[src/rtl/odd_parity_pkg.sv]
// Shared types and helpers for the odd-parity serial receive path.
package odd_parity_pkg;

  typedef enum logic [1:0] {
    IDLE,
    DATA,
    PAR,
    OUT
  } rx_state_t;

  localparam int DATA_W_DEFAULT = 16;

  // High when data plus parity bit hold an odd number of ones
  function automatic logic odd_parity_ok(
    input logic [DATA_W_DEFAULT-1:0] data,
    input logic                      par
  );
    return ^{data, par};
  endfunction

endpackage

[src/rtl/odd_parity_frame_rx_if.sv]
// Serial input and word output bundle of the odd-parity frame receiver.
interface odd_parity_frame_rx_if #(
  parameter int DATA_W   = 16,
  parameter int ERRCNT_W = 8
);

  logic                bit_valid;
  logic                ser_in;
  logic                sof;
  logic [DATA_W-1:0]   data_out;
  logic                par_bit;
  logic                parity_err;
  logic                out_valid;
  logic                out_ready;
  logic                frame_abort;
  logic                overrun;
  logic [ERRCNT_W-1:0] err_count;

  modport master (
    input  bit_valid,
    input  ser_in,
    input  sof,
    input  out_ready,
    output data_out,
    output par_bit,
    output parity_err,
    output out_valid,
    output frame_abort,
    output overrun,
    output err_count
  );

  modport slave (
    output bit_valid,
    output ser_in,
    output sof,
    output out_ready,
    input  data_out,
    input  par_bit,
    input  parity_err,
    input  out_valid,
    input  frame_abort,
    input  overrun,
    input  err_count
  );

endinterface

[src/rtl/sat_counter.sv]
// Up-counter that sticks at all-ones instead of wrapping.
module sat_counter #(
  parameter int W = 8
) (
  input  logic         clk,
  input  logic         rst,
  input  logic         inc_i,
  output logic [W-1:0] count_o
);

  logic [W-1:0] count_q;
  logic [W-1:0] count_d;

  always_comb begin
    count_d = count_q;
    if (inc_i && (count_q != '1)) begin
      count_d = count_q + W'(1);
    end
  end

  always_ff @(posedge clk or posedge rst) begin
    if (rst) begin
      count_q <= '0;
    end else begin
      count_q <= count_d;
    end
  end

  assign count_o = count_q;

endmodule

[src/rtl/odd_parity_frame_rx.sv]
// LSB-first serial frame receiver with incremental odd-parity check,
// valid/ready word output, abort/overrun pulses and an error counter.
module odd_parity_frame_rx
  import odd_parity_pkg::*;
#(
  parameter int DATA_W   = DATA_W_DEFAULT,
  parameter int ERRCNT_W = 8
) (
  input logic                   clk,
  input logic                   rst,
  odd_parity_frame_rx_if.master bus
);

  localparam int CW = $clog2(DATA_W + 1);

  rx_state_t         state_q;
  logic [CW-1:0]     cnt_q;
  logic [DATA_W-1:0] sh_q;
  logic [DATA_W-1:0] data_q;
  logic              x_q;
  logic              par_q;
  logic              perr_q;
  logic              valid_q;
  logic              abort_q;
  logic              ovr_q;

  logic              hs;
  logic              start;
  logic              in_frame;
  logic              restart;
  logic [DATA_W-1:0] bit0;
  logic [ERRCNT_W-1:0] errcnt;

  assign hs       = valid_q & bus.out_ready;
  assign start    = bus.bit_valid & bus.sof;
  assign in_frame = (state_q == DATA) || (state_q == PAR);
  // A sof while a word is still held is an overrun, not a restart
  assign restart  = start & ((state_q != OUT) | hs);
  assign bit0     = DATA_W'(bus.ser_in);

  always_ff @(posedge clk or posedge rst) begin
    if (rst) begin
      state_q <= IDLE;
      cnt_q   <= '0;
      sh_q    <= '0;
      data_q  <= '0;
      x_q     <= 1'b0;
      par_q   <= 1'b0;
      perr_q  <= 1'b0;
      valid_q <= 1'b0;
      abort_q <= 1'b0;
      ovr_q   <= 1'b0;
    end else begin
      abort_q <= 1'b0;
      ovr_q   <= 1'b0;
      if (hs) begin
        valid_q <= 1'b0;
      end
      if (restart) begin
        sh_q    <= bit0;
        x_q     <= bus.ser_in;
        cnt_q   <= CW'(1);
        state_q <= DATA;
        abort_q <= in_frame;
      end else begin
        unique case (state_q)
          DATA: begin
            if (bus.bit_valid) begin
              sh_q  <= sh_q | (bit0 << cnt_q);
              x_q   <= x_q ^ bus.ser_in;
              cnt_q <= cnt_q + CW'(1);
              if (cnt_q == CW'(DATA_W - 1)) begin
                state_q <= PAR;
              end
            end
          end
          PAR: begin
            if (bus.bit_valid) begin
              data_q  <= sh_q;
              par_q   <= bus.ser_in;
              perr_q  <= ~(x_q ^ bus.ser_in);
              valid_q <= 1'b1;
              state_q <= OUT;
            end
          end
          OUT: begin
            if (hs) begin
              state_q <= IDLE;
            end else if (start) begin
              ovr_q <= 1'b1;
            end
          end
          default: ;
        endcase
      end
    end
  end

  sat_counter #(
    .W(ERRCNT_W)
  ) u_errcnt (
    .clk    (clk),
    .rst    (rst),
    .inc_i  (hs & perr_q),
    .count_o(errcnt)
  );

  assign bus.data_out    = data_q;
  assign bus.par_bit     = par_q;
  assign bus.parity_err  = perr_q;
  assign bus.out_valid   = valid_q;
  assign bus.frame_abort = abort_q;
  assign bus.overrun     = ovr_q;
  assign bus.err_count   = errcnt;

endmodule
[src/flat_wrapper.sv]
// flat-port wrapper written by rule: the top's interface ports become plain ports
module odd_parity_frame_rx_flat import odd_parity_pkg::*;
#(
  parameter int DATA_W   = DATA_W_DEFAULT,
  parameter int ERRCNT_W = 8
)
  (clk, rst, bus_bit_valid, bus_ser_in, bus_sof, bus_out_ready, bus_data_out, bus_par_bit, bus_parity_err, bus_out_valid, bus_frame_abort, bus_overrun, bus_err_count);
  odd_parity_frame_rx_if #(.DATA_W(DATA_W), .ERRCNT_W(ERRCNT_W)) bus_i ();
  input logic clk;
  input logic rst;
  input wire logic [$bits(bus_i.bit_valid)-1:0] bus_bit_valid;
  input wire logic [$bits(bus_i.ser_in)-1:0] bus_ser_in;
  input wire logic [$bits(bus_i.sof)-1:0] bus_sof;
  input wire logic [$bits(bus_i.out_ready)-1:0] bus_out_ready;
  output wire logic [$bits(bus_i.data_out)-1:0] bus_data_out;
  output wire logic [$bits(bus_i.par_bit)-1:0] bus_par_bit;
  output wire logic [$bits(bus_i.parity_err)-1:0] bus_parity_err;
  output wire logic [$bits(bus_i.out_valid)-1:0] bus_out_valid;
  output wire logic [$bits(bus_i.frame_abort)-1:0] bus_frame_abort;
  output wire logic [$bits(bus_i.overrun)-1:0] bus_overrun;
  output wire logic [$bits(bus_i.err_count)-1:0] bus_err_count;
  assign bus_i.bit_valid = bus_bit_valid;
  assign bus_i.ser_in = bus_ser_in;
  assign bus_i.sof = bus_sof;
  assign bus_i.out_ready = bus_out_ready;
  assign bus_data_out = bus_i.data_out;
  assign bus_par_bit = bus_i.par_bit;
  assign bus_parity_err = bus_i.parity_err;
  assign bus_out_valid = bus_i.out_valid;
  assign bus_frame_abort = bus_i.frame_abort;
  assign bus_overrun = bus_i.overrun;
  assign bus_err_count = bus_i.err_count;
  odd_parity_frame_rx #(.DATA_W(DATA_W), .ERRCNT_W(ERRCNT_W)) u_core (.clk(clk), .rst(rst), .bus(bus_i));
endmodule
[config.mk]
export PLATFORM = sky130hd
export DESIGN_NAME = odd_parity_frame_rx_flat
export DESIGN_NICKNAME = d
export VERILOG_FILES = /design/src/rtl/odd_parity_pkg.sv /design/src/rtl/odd_parity_frame_rx_if.sv /design/src/rtl/sat_counter.sv /design/src/rtl/odd_parity_frame_rx.sv /design/src/flat_wrapper.sv
export SDC_FILE = /design/constraint.sdc
export NUM_CORES = 1
export LEC_CHECK = 0
export ABC_CLOCK_PERIOD_IN_PS = 4200
export BUFFER_PORTS_ARGS = -buffer_cell sky130_fd_sc_hd__buf_4
export CORE_MARGIN = 3
export CORE_UTILIZATION = 43
export DETAILED_ROUTE_END_ITERATION = 10
export PLACE_DENSITY = 0.67
export SETUP_SLACK_MARGIN = 0.5
export SKIP_LAST_GASP = 1
export SYNTH_ARGS = -nofsm -noshare
export SYNTH_HDL_FRONTEND = slang
export SYNTH_HIERARCHICAL = 1
export SYNTH_SLANG_ARGS = --single-unit
[constraint.sdc]
create_clock -name clk -period 4.2 [get_ports clk]
set_clock_uncertainty 0.1 [all_clocks]
set_input_delay 1.05 -clock clk [delete_from_list [all_inputs] [get_ports clk]]
set_output_delay 1.05 -clock clk [all_outputs]
set_load 0.01 [all_outputs]
## Word-level counts from Yosys, hierarchy flattened

Cells that the tools add are included.
W data, S select, Z words.

- Equal/unequal tests: 10
- Reductions and logical operators: 8
- Mux-type cells: 24
- Shift operators: 1
- Add/sub/neg operators: 2
- Bitwise logic cells: 9

Operator list:

| cell | count |
|---|---|
| $mux W16 | 3 |
| $or A16 B16 Y16 | 1 |
| $shl A1 B5 Y16 | 1 |
| $mux W5 | 3 |
| $mux W1 | 12 |
| $mux W2 | 5 |
| $ne A3 B2 Y1 const B | 3 |
| $add A8 B1 Y8 const B | 1 |
| $ne A8 B8 Y1 const B | 1 |
| $pmux W2 S3 | 1 |
| $add A5 B1 Y5 const B | 1 |
| $eq A5 B4 Y1 const B | 1 |
| $reduce_and A5 Y1 | 1 |
| $and A1 B1 Y1 | 4 |
| $eq A2 B2 Y1 const B | 2 |
| $reduce_bool A2 Y1 | 2 |
| $reduce_bool A4 Y1 | 1 |
| $ne A3 B1 Y1 const B | 1 |
| $reduce_and A3 Y1 | 1 |
| $eq A2 B1 Y1 const B | 1 |
| $ne A2 B2 Y1 const B | 1 |
| $not A1 Y1 | 2 |
| $reduce_and A2 Y1 | 1 |
| $logic_and A1 B1 Y1 | 1 |
| 3 further kinds | 3 |

- Input bits: 6
- Register bits after elaboration: 53

## Logic depth before layout (Yosys ltp)

- Word-level depth: 5
- Mapped depth: 7
- Depth with buffers taken out: 7

## Hierarchy

Netlist, hierarchy kept.

By module, submodules not included:

| module | cells an instance | instances | area each (um^2) |
|---|---|---|---|
| odd_parity_frame_rx | 164 | 1 | 1984.4 |
| sat_counter | 38 | 1 | 419.2 |

## Worst setup path after synthesis

Ideal clock, no wire load.

- Path type: input port to flip-flop
- From: input port bus_out_ready
- To: register u_core.data_q[0] (netlist: u_core/bus.data_out[0])
- Setup slack: 1951 ps
- Data required time: 3975 ps
- Stages on the path: 4
- Arrival time: 2024 ps
- Cell sequence: a21bo_4 a21oi_4 buf_12 mux2_4

- Cells in the longest elaborated chain, start to end: 5

Ends and longest elaborated chain:

| what | RTL line | source |
|---|---|---|
| start, declared | flat_wrapper.sv:14 | `input wire logic [$bits(bus_i.out_ready)-1:0] bus_out_ready;` |
| $and A1 B1 Y1 | odd_parity_frame_rx.sv:34 | `assign hs = valid_q & bus.out_ready;` |
| $or A1 B1 Y1 | odd_parity_frame_rx.sv:38 | `assign restart = start & ((state_q != OUT) \| hs);` |
| $and A1 B1 Y1 | odd_parity_frame_rx.sv:38 |  |
| $not A1 Y1 (no source line) | -- |  |
| $reduce_and A3 Y1 (no source line) | -- |  |
| end signal, assigned | odd_parity_frame_rx.sv:79 | `data_q <= sh_q;` |
| end, declared | odd_parity_frame_rx.sv:19 | `logic [DATA_W-1:0] data_q;` |

Every way passes these cells.
A chain may end at the register's enable or synchronous reset.

## Worst setup path in the final report

- From: input port bus_out_ready
- To: register u_core.data_q[7] (netlist: u_core/bus.data_out[7])

Same word-level chain as after synthesis.

==> qor.txt <==
Final net count - 250
N_diodes - 0
Port Buffers - 34
Clock sinks - 53
TNS Setup - 0 ps
Hold buffers post-CTS - 0
DP Area - 2703 um2
Total Wirelength - 4351 um
Max Fclk - 425.7 MHz
Syn nets - 214
Top layer reached by signal wires - met4
Unrepaired setup endpoints after global routing - no
Post-Synth Simple-Gate Area - 0.1281
Height of the die - 80.77 um
Largest net degree at the start of global routing - 46
Metal2 WL - 2023 um
Fill cell count - 488
Post-CTS resize count - 0
Initial core utilization - 0.4561
Final instance area - 2786 um2
HPWL after DPL - 3015 um
Initial DRC count - 106
DR WL/cell - 14.08 um
First-pass GRT wire length - 7369 um
Max cap viols - 0
Clk Latency, worst-skew pair - 310 ps
Top cell type's share of synthesized area - 0.5518
Multiplexer share of the synthesized area - 0.1171
Cell Area, Synth - 2404 um2
Crit start category - primary input
Min-Delay Path Class - reg -> reg
Met3 routed WL - 207 um
CP Capture Type - flip-flop
Post-route ant nets - 0
Slew HR - 0.4761
Synth Area in Compound Gates - 0.1255
DRC viols - 0
Met1 WL - 2047 um
Share of cells above drive strength 1 - 0.2929
Largest family of logic cells by synthesized area - simple AND/OR/NAND/NOR gates
Drt first pass iters - 4
Depth of the CTS H-tree - 2
GRT Util Overall - 0.1470
CTS buffer count - 5
Seq cells post-synth - 53
Post-CTS Setup Inserts - 0
CTS root buf - clkbuf_8
Row cnt - 26
Largest area contributor in the netlist - dfrtp_1
Gpl congestion - 0.7458
Die W - 80.77 um
Fin crit period - 2349 ps
Syn_area_per_cell - 11.90 um2
Post-Synth XOR/XNOR Area - 0.01093
Worst-path maximum fanout - 19
Area delta synth->final - 15.93%
CTS tree - yes
Vias in the first global route - 1500
Crit path kind - in -> reg
Initial antenna violation count - 0
Distinct cells, synth - 43
Hold Fails Final Rpt - 0
Setup-failing EPs final - 0
Worst slew pin tran - 785.0 ps
I/O Pins - 35
Total placed cells including tap cells - 301
Critical path data arrival time - 2440 ps
Total gr overflow - 0
Fin util - 0.5287
Synth top area cells - dfrtp_1 55%, mux2_4 5.6%, mux2_2 4.7%, nor2_1 3.9%, a21oi_1 3.5%
Worst-path clk slew - 90 ps
Warnings, synthesis - 6
Fin crit share - 0.5593
Sequential-to-total area share from yosys stat - 0.5518
Vias - 1588
Slew Viols, Final - 0
Full die area - 6523 um2
Leak - 1.362 nW
Peak VDD IR - 186.8 uV
Final cell count without fillers - 309
Vias per cell - 5.139
Power Density - 515.2 nW/um2
Total core area - 5270 um2
Run status - finished clean
Power Total - 1.436 mW
Clk buf depth - 2
Synth Area in Adders - 0.03123
Worst EP required - 4290 ps
Post-Syn Instances - 202
-- registers in the layout, summed over array words and instances (netlist names), 2 cells and up --
signal                   cells
u_core/bus.data_out         16
u_core/sh_q                 16
u_core/u_errcnt/count_o      8
u_core/cnt_q                 5
u_core/state_q               2
-- per-layer routing --
| layer | track usage | vias to the layer above |
|---|---|---|
| met4 | 0.05068 | 0 |
| met3 | 0.03769 | 6 |
| li1 | - | 786 |
| met1 | 0.2050 | 766 |
| met5 | 0 | - |
| met2 | 0.2235 | 30 |
-- Yosys cell counts --
master     count
o21ai_1        1
nor2_2         1
and3_1         2
buf_4          1
nand4_4        1
buf_2          1
nor2b_1        3
a2111oi_0      1
a22oi_1        1
a31oi_1        5
a21boi_1       2
mux2_2        10
a21oi_4        1
mux2_1         3
o21ai_2        2
mux2_4         9
nor2_1        25
o2bb2ai_1      2
nand4b_2       1
a21o_2         1
o21bai_1       2
a2111oi_2      1
nor3_2         1
inv_1          9
a21oi_1       17
buf_6          1
clkbuf_1       2
dfrtp_1       53
a21bo_4        1
nand2_1        7
o31a_1         1
nand4_1        4
ha_1           6
o2111a_1       1
a21boi_0       1
or3_1          1
xor2_1         1
nand3_1        7
o21ai_0        3
nand3b_1       1
nor3_1         6
xnor2_1        2
buf_12         1
-- worst max-delay path: stages --
cell     delay, ps
buf_4          130
a21bo_4        220
a21oi_4        630
mux2_2         410
-- logic make-up after synthesis --
logic type,after synthesis
simple gates,60
flops,53
compound gates,43
mux,22
buf+inv,15
fa+ha+maj,6
xor+xnor,3
-- cell usage in the layout, fill, tap and decap left out, drive strengths merged, types with 7 or more instances in the layout --
cell type,synthesis,routed
dfrtp,53,53
buf,4,35
nor2,26,26
mux2,22,22
a21oi,18,18
inv,9,8
nand2,7,7
nand3,7,7
nor3,7,7
clkbuf,2,7
-- worst paths after layout --
path | start | endpoint | slack (ps) | cells after the start
min in group asynchronous | rst | u_core/u_errcnt/count_o[6]$_DFFE_PP0P_ | 590 | 2
max in group asynchronous | rst | u_core/cnt_q[0]$_DFFE_PP0P_ | 2830 | 3
setup reg to reg | u_core/state_q[0]$_DFFE_PP0P_ | u_core/bus.data_out[7]$_DFFE_PP0P_ | 2080 | 4
setup / recovery | bus_out_ready | u_core/bus.data_out[7]$_DFFE_PP0P_ | 1850 | 4
hold reg to reg | u_core/sh_q[7]$_DFFE_PP0P_ | u_core/sh_q[7]$_DFFE_PP0P_ | 400 | 2
hold / removal | u_core/sh_q[7]$_DFFE_PP0P_ | u_core/sh_q[7]$_DFFE_PP0P_ | 400 | 2
-- cell type report --
| cell class | instances | area, um2 | share of cell area |
|---|---|---|---|
| sequential | 53 | 1326 | 0.4760 |
| multi-input combinational | 134 | 992.2 | 0.3561 |
| timing repair buffer | 35 | 262.8 | 0.09430 |
| tap | 70 | 87.58 | 0.03143 |
| clock buffer | 7 | 76.32 | 0.02739 |
| inverter | 9 | 33.78 | 0.01212 |
| clock inverter | 1 | 7.507 | 0.002694 |
-- power breakdown --
part	switching, mW	leakage, nW	internal [mW]	total, mW
sequential	0.0976	0.715	0.603	0.701
combinational	0.238	0.609	0.218	0.455
clock	0.161	0.0385	0.118	0.279
total	0.496	1.36	0.940	1.44
-- metrics by stage --
step	hold WS, ps	setup slack (ps)
floorplan	357.1	1951
global placement	370.7	1551
detailed placement	385.7	1519
CTS	406.4	1852
global route	429.1	1803
finish	397.4	1851
Note: power is estimated with default switching activity, not from simulation.
